--- src/rtl/serial_sub_pkg.sv ---
// Shared state encoding and counter sizing for the bit-serial subtractor.
package serial_sub_pkg;

    typedef enum logic [1:0] {
        ST_IDLE  = 2'd0,
        ST_SHIFT = 2'd1,
        ST_DONE  = 2'd2
    } state_t;

    function automatic int cnt_w(input int w);
        return (w <= 2) ? 1 : $clog2(w);
    endfunction

endpackage

--- src/rtl/full_subtractor.sv ---
// Single-bit full subtractor: d = x - y - bin, with borrow out.
module full_subtractor (
    input  logic i_x,
    input  logic i_y,
    input  logic i_bin,
    output logic o_d,
    output logic o_bout
);

    assign o_d    = i_x ^ i_y ^ i_bin;
    assign o_bout = (~i_x & i_y) | (~(i_x ^ i_y) & i_bin);

endmodule

--- src/rtl/serial_subtractor.sv ---
// Bit-serial a - b, LSB first, one full-subtractor cell plus a borrow flop.
// Define SERIAL_SUB_OVF_EN to add the signed-overflow output ovf.
module serial_subtractor
    import serial_sub_pkg::*;
#(
    parameter int WIDTH = 8
) (
    input  logic             clk,
    input  logic             rst_n,
    input  logic             start,
    input  logic [WIDTH-1:0] a,
    input  logic [WIDTH-1:0] b,
    output logic             busy,
    output logic             done,
    output logic [WIDTH-1:0] diff,
    output logic             borrow_out
`ifdef SERIAL_SUB_OVF_EN
    ,
    output logic             ovf
`endif
);

    localparam int               CNT_W    = cnt_w(WIDTH);
    localparam logic [CNT_W-1:0] CNT_LAST = CNT_W'(WIDTH - 1);

    state_t           r_state;
    logic [WIDTH-1:0] r_sa;
    logic [WIDTH-1:0] r_sb;
    logic [WIDTH-1:0] r_res;
    logic             r_borrow;
    logic [CNT_W-1:0] r_cnt;
    logic             w_d;
    logic             w_bout;
`ifdef SERIAL_SUB_OVF_EN
    logic             r_bin_msb;
`endif

    full_subtractor u_fs (
        .i_x    (r_sa[0]),
        .i_y    (r_sb[0]),
        .i_bin  (r_borrow),
        .o_d    (w_d),
        .o_bout (w_bout)
    );

    always_ff @(posedge clk or negedge rst_n) begin
        if (!rst_n) begin
            r_state    <= ST_IDLE;
            r_sa       <= '0;
            r_sb       <= '0;
            r_res      <= '0;
            r_borrow   <= 1'b0;
            r_cnt      <= '0;
            busy       <= 1'b0;
            done       <= 1'b0;
            diff       <= '0;
            borrow_out <= 1'b0;
`ifdef SERIAL_SUB_OVF_EN
            r_bin_msb  <= 1'b0;
            ovf        <= 1'b0;
`endif
        end else begin
            done <= 1'b0;
            case (r_state)
                ST_IDLE: begin
                    if (start) begin
                        r_sa     <= a;
                        r_sb     <= b;
                        r_borrow <= 1'b0;
                        r_cnt    <= '0;
                        busy     <= 1'b1;
                        r_state  <= ST_SHIFT;
                    end
                end
                ST_SHIFT: begin
                    // Result fills from the top so the first bit ends at the LSB.
                    r_sa     <= r_sa >> 1;
                    r_sb     <= r_sb >> 1;
                    r_res    <= {w_d, r_res[WIDTH-1:1]};
                    r_borrow <= w_bout;
                    r_cnt    <= r_cnt + CNT_W'(1);
`ifdef SERIAL_SUB_OVF_EN
                    if (r_cnt == CNT_LAST) begin
                        r_bin_msb <= r_borrow;
                    end
`endif
                    if (r_cnt == CNT_LAST) begin
                        busy    <= 1'b0;
                        r_state <= ST_DONE;
                    end
                end
                ST_DONE: begin
                    diff       <= r_res;
                    borrow_out <= r_borrow;
                    done       <= 1'b1;
`ifdef SERIAL_SUB_OVF_EN
                    ovf        <= r_bin_msb ^ r_borrow;
`endif
                    r_state    <= ST_IDLE;
                end
                default: r_state <= ST_IDLE;
            endcase
        end
    end

endmodule

--- config.mk ---
export PLATFORM = sky130hd
export DESIGN_NAME = serial_subtractor
export DESIGN_NICKNAME = d
export VERILOG_FILES = /design/src/rtl/serial_sub_pkg.sv /design/src/rtl/full_subtractor.sv /design/src/rtl/serial_subtractor.sv
export SDC_FILE = /design/constraint.sdc
export NUM_CORES = 1
export LEC_CHECK = 0
export ABC_AREA = 0
export ABC_CLOCK_PERIOD_IN_PS = 1300
export CAP_MARGIN = 20
export CORE_MARGIN = 3
export CORE_UTILIZATION = 47
export DETAILED_ROUTE_END_ITERATION = 10
export GPL_ROUTABILITY_DRIVEN = 0
export GPL_TIMING_DRIVEN = 0
export PLACE_DENSITY = 0.82
export SYNTH_ARGS = -nofsm -noshare
export SYNTH_HDL_FRONTEND = slang
export SYNTH_SLANG_ARGS = --single-unit
--- constraint.sdc ---
create_clock -name clk -period 1.3 [get_ports clk]
set_clock_uncertainty 0.1 [all_clocks]
set_input_delay 0.26 -clock clk [delete_from_list [all_inputs] [get_ports clk]]
set_output_delay 0.26 -clock clk [all_outputs]
set_load 0.005 [all_outputs]
# Yosys cells after proc, flatten, opt, wreduce, memory -nomap -nowiden
# Index checks and enable logic that the tools add are counted.
# W data, S select, Z words.
# totals
wordCells	43
input_bits	19
register_bits	41
out_inout_bits	11
# op_classes
mux	15
n_bitwise	7
n_eq_ne	5
n_addsub	1
reduce_logical	5
# ops
operator	count
$pmux W8 S2	2
$mux W8	2
$pmux W3 S2	1
$mux W1	4
$mux W2	2
$ne A2 B2 Y1 const B	2
$pmux W1 S2	2
$pmux W2 S2	1
$reduce_and A2 Y1	2
$add A3 B1 Y3 const B	1
$eq A3 B3 Y1 const B	1
$mux W3	1
$reduce_and A3 Y1	1
$and A1 B1 Y1	2
$eq A2 B1 Y1 const B	1
$eq A2 B2 Y1 const B	1
$logic_not A2 Y1	1
$not A1 Y1	2
$reduce_bool A2 Y1	1
$xor A1 B1 Y1	2
$or A1 B1 Y1	1

# Depth between registers and ports, before layout
# depth
word_depth	5
ltp_mapped	6
ltp_nobuf	5

# Modules after synthesis
# From an unflattened synthesis, not the netlist that was laid out.
# hier_totals
hier_cells	158
area_unflattened_um2	1726.7
# by_module_without_submodules
mod	area_per_inst_um2	instances	seq_area_each_um2	cells_each
serial_subtractor	1695.4	1	1026.0	154
full_subtractor	31.3	1	0.0	4

# Worst setup path before layout
# No wires, ideal clock.
# synth_path
path_type	reg-to-reg
start	register r_state[0]
end	register r_sa[0]
t_arrival_ps	1115
path_slack_ps	-49
path_stages_with_launch	5
required_time_ps	1066
path_cell_list	dfrtp_1 buf_6 or4b_4 o21ai_2 a21oi_2
# synth_between
elab_chain_len	3
elab_cells_between_ends	6
classes_between	eq/ne: 2; mux: 1; reduce/logical: 3
# synth_rtl
item	line	text
from (decl)	serial_subtractor.sv:26	state_t r_state;
from (signal assigned)	serial_subtractor.sv:48	r_state <= ST_IDLE;
from (signal assigned)	serial_subtractor.sv:72	r_state <= ST_SHIFT;
from (signal assigned)	serial_subtractor.sv:89	r_state <= ST_DONE;
$eq A2 B1 Y1 / $logic_not A2 Y1 (equally long branches)	serial_subtractor.sv:64	case (r_state)
$reduce_bool A2 Y1 (no line) / $ne A2 B2 Y1 (equally long branches)	-	
$reduce_and A2 Y1 (no line)	-	
to (signal assigned)	serial_subtractor.sv:77	r_sa <= r_sa >> 1;
to (decl)	serial_subtractor.sv:27	logic [WIDTH-1:0] r_sa;
# Parallel ways exist; a longest one is shown, timed or not.
# A chain may end at the register's enable or synchronous reset.

# Worst setup path in the final report
# layout_path
start	register r_state[1]
end	register r_sa[0]
# The elaborated chain is that of the path after synthesis.

==> summary.md <==
| Metric | Value |
|---|---|
| Status | finished, violations left |
| Failing checks | negative hold slack, negative setup slack |
| Sequential share of the synthesized area | 57.4% |
| Hold_buf cts | 0 |
| Area Overhead vs Synth | 32.8% |
| Least-Margin Pin Slew | 892 ps |
| Synth Cell Area | 0.00179 mm2 |
| Dpl hpwl | 2490 um |
| Final setup margin | -91.3 ps |
| # diodes | 0 |
| HP Class | primary input to asynchronous set/reset pin |
| CORE AREA | 0.00349 mm2 |
| Top-count cell post-synth | dfrtp_1 |
| Synth area leader | dfrtp_1 |
| Die X | 67.7 um |
| Most common library cells after synthesis | dfrtp_1 (41), o22ai_1 (26), mux2_2 (14) |
| GRT Total Usage | 17.7% |
| Drt total wl | 3790 um |
| Number of top-level pins | 30 |
| Drt wl/cell | 16.2 um |
| CTS Sinks | 41 |
| Worst skew pair latency | 290 ps |
| Switching Share | 33.1% |
| LEAKAGE | 0.00106 uW |
| CTS Buf Count | 5 |
| Post-synthesis cell count | 142 |
| Met1 Track Usage GR | 20.2% |
| Routing usage on met2 | 30.6% |
| RR Endpoint | r_sa[0]$_DFFE_PN0P_ |
| CP arrival | 1460 ps |
| Placed Area | 0.00212 mm2 |
| GRT busiest layer | met2 |
| Gate power share | 43.2% |
| Crit. End Element | flop |
| Crit path largest cell delay | 510 ps |
| Pwr Density | 2260 mW/mm2 |
| R2R cell count | 4 |
| Clk buf depth | 2 |
| Grt total ovfl | 0 |
| Height of the chip | 67.7 um |
| Syn avg cell area | 12.6 um2 |
| Crit path max fanout | 4 |
| Num rows | 21 |
| Synth async-reset ratio | 100% |
| Slowest stage cell on the critical path | or4b_4 |
| Register bit total from synthesis | 41 |
| Final Cycle Share | 107% |
| CP required | 1370 ps |
| CP Class | flop to flop |
| Net Count, Synth | 164 |
| First-pass GRT wire length | 5870 um |
| Final instance area | 0.00237 mm2 |
| Final core utilization | 67.9% |
| Worst vdd ir | 1030 uV |
| Remaining antenna violation count after routing | 0 |
| NetSw | 1780 uW |
| Clk slew on worst S/H paths | 70 ps |
| Layout Nets | 209 |
| Pin count of the biggest net entering global routing | 42 |
| Highest Clock Rate | 719 MHz |
| Fillcell total | 259 |
| Setup crit start kind | flop |
| CP startpoint | r_state[1]$_DFFE_PN0P_ |
| Finish-stage setup viols | 20 |
| Number of flops mapped to enable cells by yosys | 0 |
| R2r startpoint | r_state[1]$_DFFE_PN0P_ |
| Top cells by area, synth | dfrtp_1 (57%), o22ai_1 (9.1%), mux2_2 (8.8%) |
| R2R Setup Slk | -90 ps |
| Synth cell types | 25 |
| Vias after detailed routing | 1339 |
| Layout cells sized above 1 | 32.4% |
| Primary FF master, synth | dfrtp_1 |
| Final hold violations | 8 |
| Die footprint | 0.00458 mm2 |
| Cells along the critical path | buf_6 -> or4b_4 -> o21ai_2 -> a21oi_2 |
| GR met3 Demand/Resource | 5.16% |
| Port Buffers | 28 |
| Synth Warn # | 0 |
| Power Internal | 3600 uW |
| Root buf cell | clkbuf_8 |
| Slew HR | 40.5% |
| Max_cap viols | 0 |
| Vias per cell | 5.72 |
| RSZ-0062 raised after global routing | yes |
| Vias in the first global route | 1311 |
| Max H-tree Level | 2 |
| Flop pwr share | 42.2% |
| Min Tclk post-route | 1390 ps |
| DRC errors left | 0 |
| Max-slew violations | 0 |
| Starting density of the core | 51.2% |
| DR iter-0 viols | 92 |
| Top-area cell type share of the netlist area | 57.4% |
| Initial antenna violation count | 0 |
| First-pass iteration count of the detailed router | 4 |
| Clock share of power | 14.6% |
| Hold WS | -13.8 ps |
| Total Neg Setup Slack | -887 ps |
| CTS tree | yes |
flip-flops by register name (all words and copies together), names as in the netlist, 2 cells and up:
signal / cells
r_sa: 8
r_state: 2
r_cnt: 3
r_sb: 8
diff: 8
r_res: 8
metal layers:
layer,wire [um],part of all wire [%]
met5,0,0
met4,99,2.6
met3,246,6.5
met2,1940,51
met1,1500,40
worst max path at each step:
stage / end / slack [ps] / depth (start not counted)
floorplan: r_sa[0]$_DFFE_PN0P_ / -40 / 4
global placement: r_sb[7]$_DFFE_PN0P_ / -1030 / 1
detailed placement: r_sa[0]$_DFFE_PN0P_ / -290 / 4
CTS: r_sa[0]$_DFFE_PN0P_ / -100 / 4
global route: r_sa[0]$_DFFE_PN0P_ / -110 / 4
finish: r_sa[0]$_DFFE_PN0P_ / -90 / 4
layout by cell type (no fill, tap or decap), types with 2 or more instances in the layout:
cell type	count
dfrtp_1	41
o22ai_1	20
clkdlybuf4s50_1	16
mux2_2	14
a21oi_1	12
clkdlybuf4s15_1	10
buf_4	9
o21ai_0	6
o22ai_2	6
buf_6	5
clkbuf_8	5
o21ai_1	4
nand2_1	4
nor2_1	3
buf_2	3
a22o_1	3
clkbuf_1	3
nand2b_2	2
a21oi_2	2
mux2_4	2
ha_1	2
power by group through the flow:
stage	clock (uW)	sequential (uW)	combinational (uW)
after floorplan	0	2160	1320
after global placement	0	2210	1810
after detailed placement	0	2260	1920
after CTS	812	2230	2110
after global routing	867	2330	2510
final	786	2270	2320
layout make-up:
cell class                 count  area (um2)  share of cell area (%)
clock buffer                   8        80.1                    3.37
inverter                       4        26.3                    1.11
multi-input combinational     87         701                    29.5
tap                           46        57.6                    2.42
sequential                    41        1030                    43.2
buffer                        10        96.3                    4.06
timing repair buffer          38         387                    16.3
critical path: cells and delay by family (launching register included):
kind	cells	cell delay (ps)
simple gates	1	510
flops	1	390
buf+inv	1	140
compound gates	2	130
logic make-up after synthesis:
kind of cell / synth area share [%]
compound gates: 18.0
flops: 57.4
mux: 11.1
buf+inv: 6.16
simple gates: 4.90
fa+ha+maj: 2.52
repair_timing:
item                       CTS  global route
setup endpoints to repair   37            43
pin swaps                    0             1
setup buffers                4             5
cloned                       1             0
resized for setup           19            21
through the flow:
| stage | std cells | setup slack (ps) | total power [uW] |
|---|---|---|---|
| 5_1_grt | 234 | -109 | 5710 |
| 6_report | 234 | -91.3 | 5370 |
| 3_3_place_gp | 216 | -1030 | 4010 |
| 2_1_floorplan | 142 | -38.9 | 3480 |
| 4_1_cts | 229 | -95.6 | 5150 |
| 3_5_place_dp | 216 | -291 | 4180 |
(Power assumes the default switching activity.)
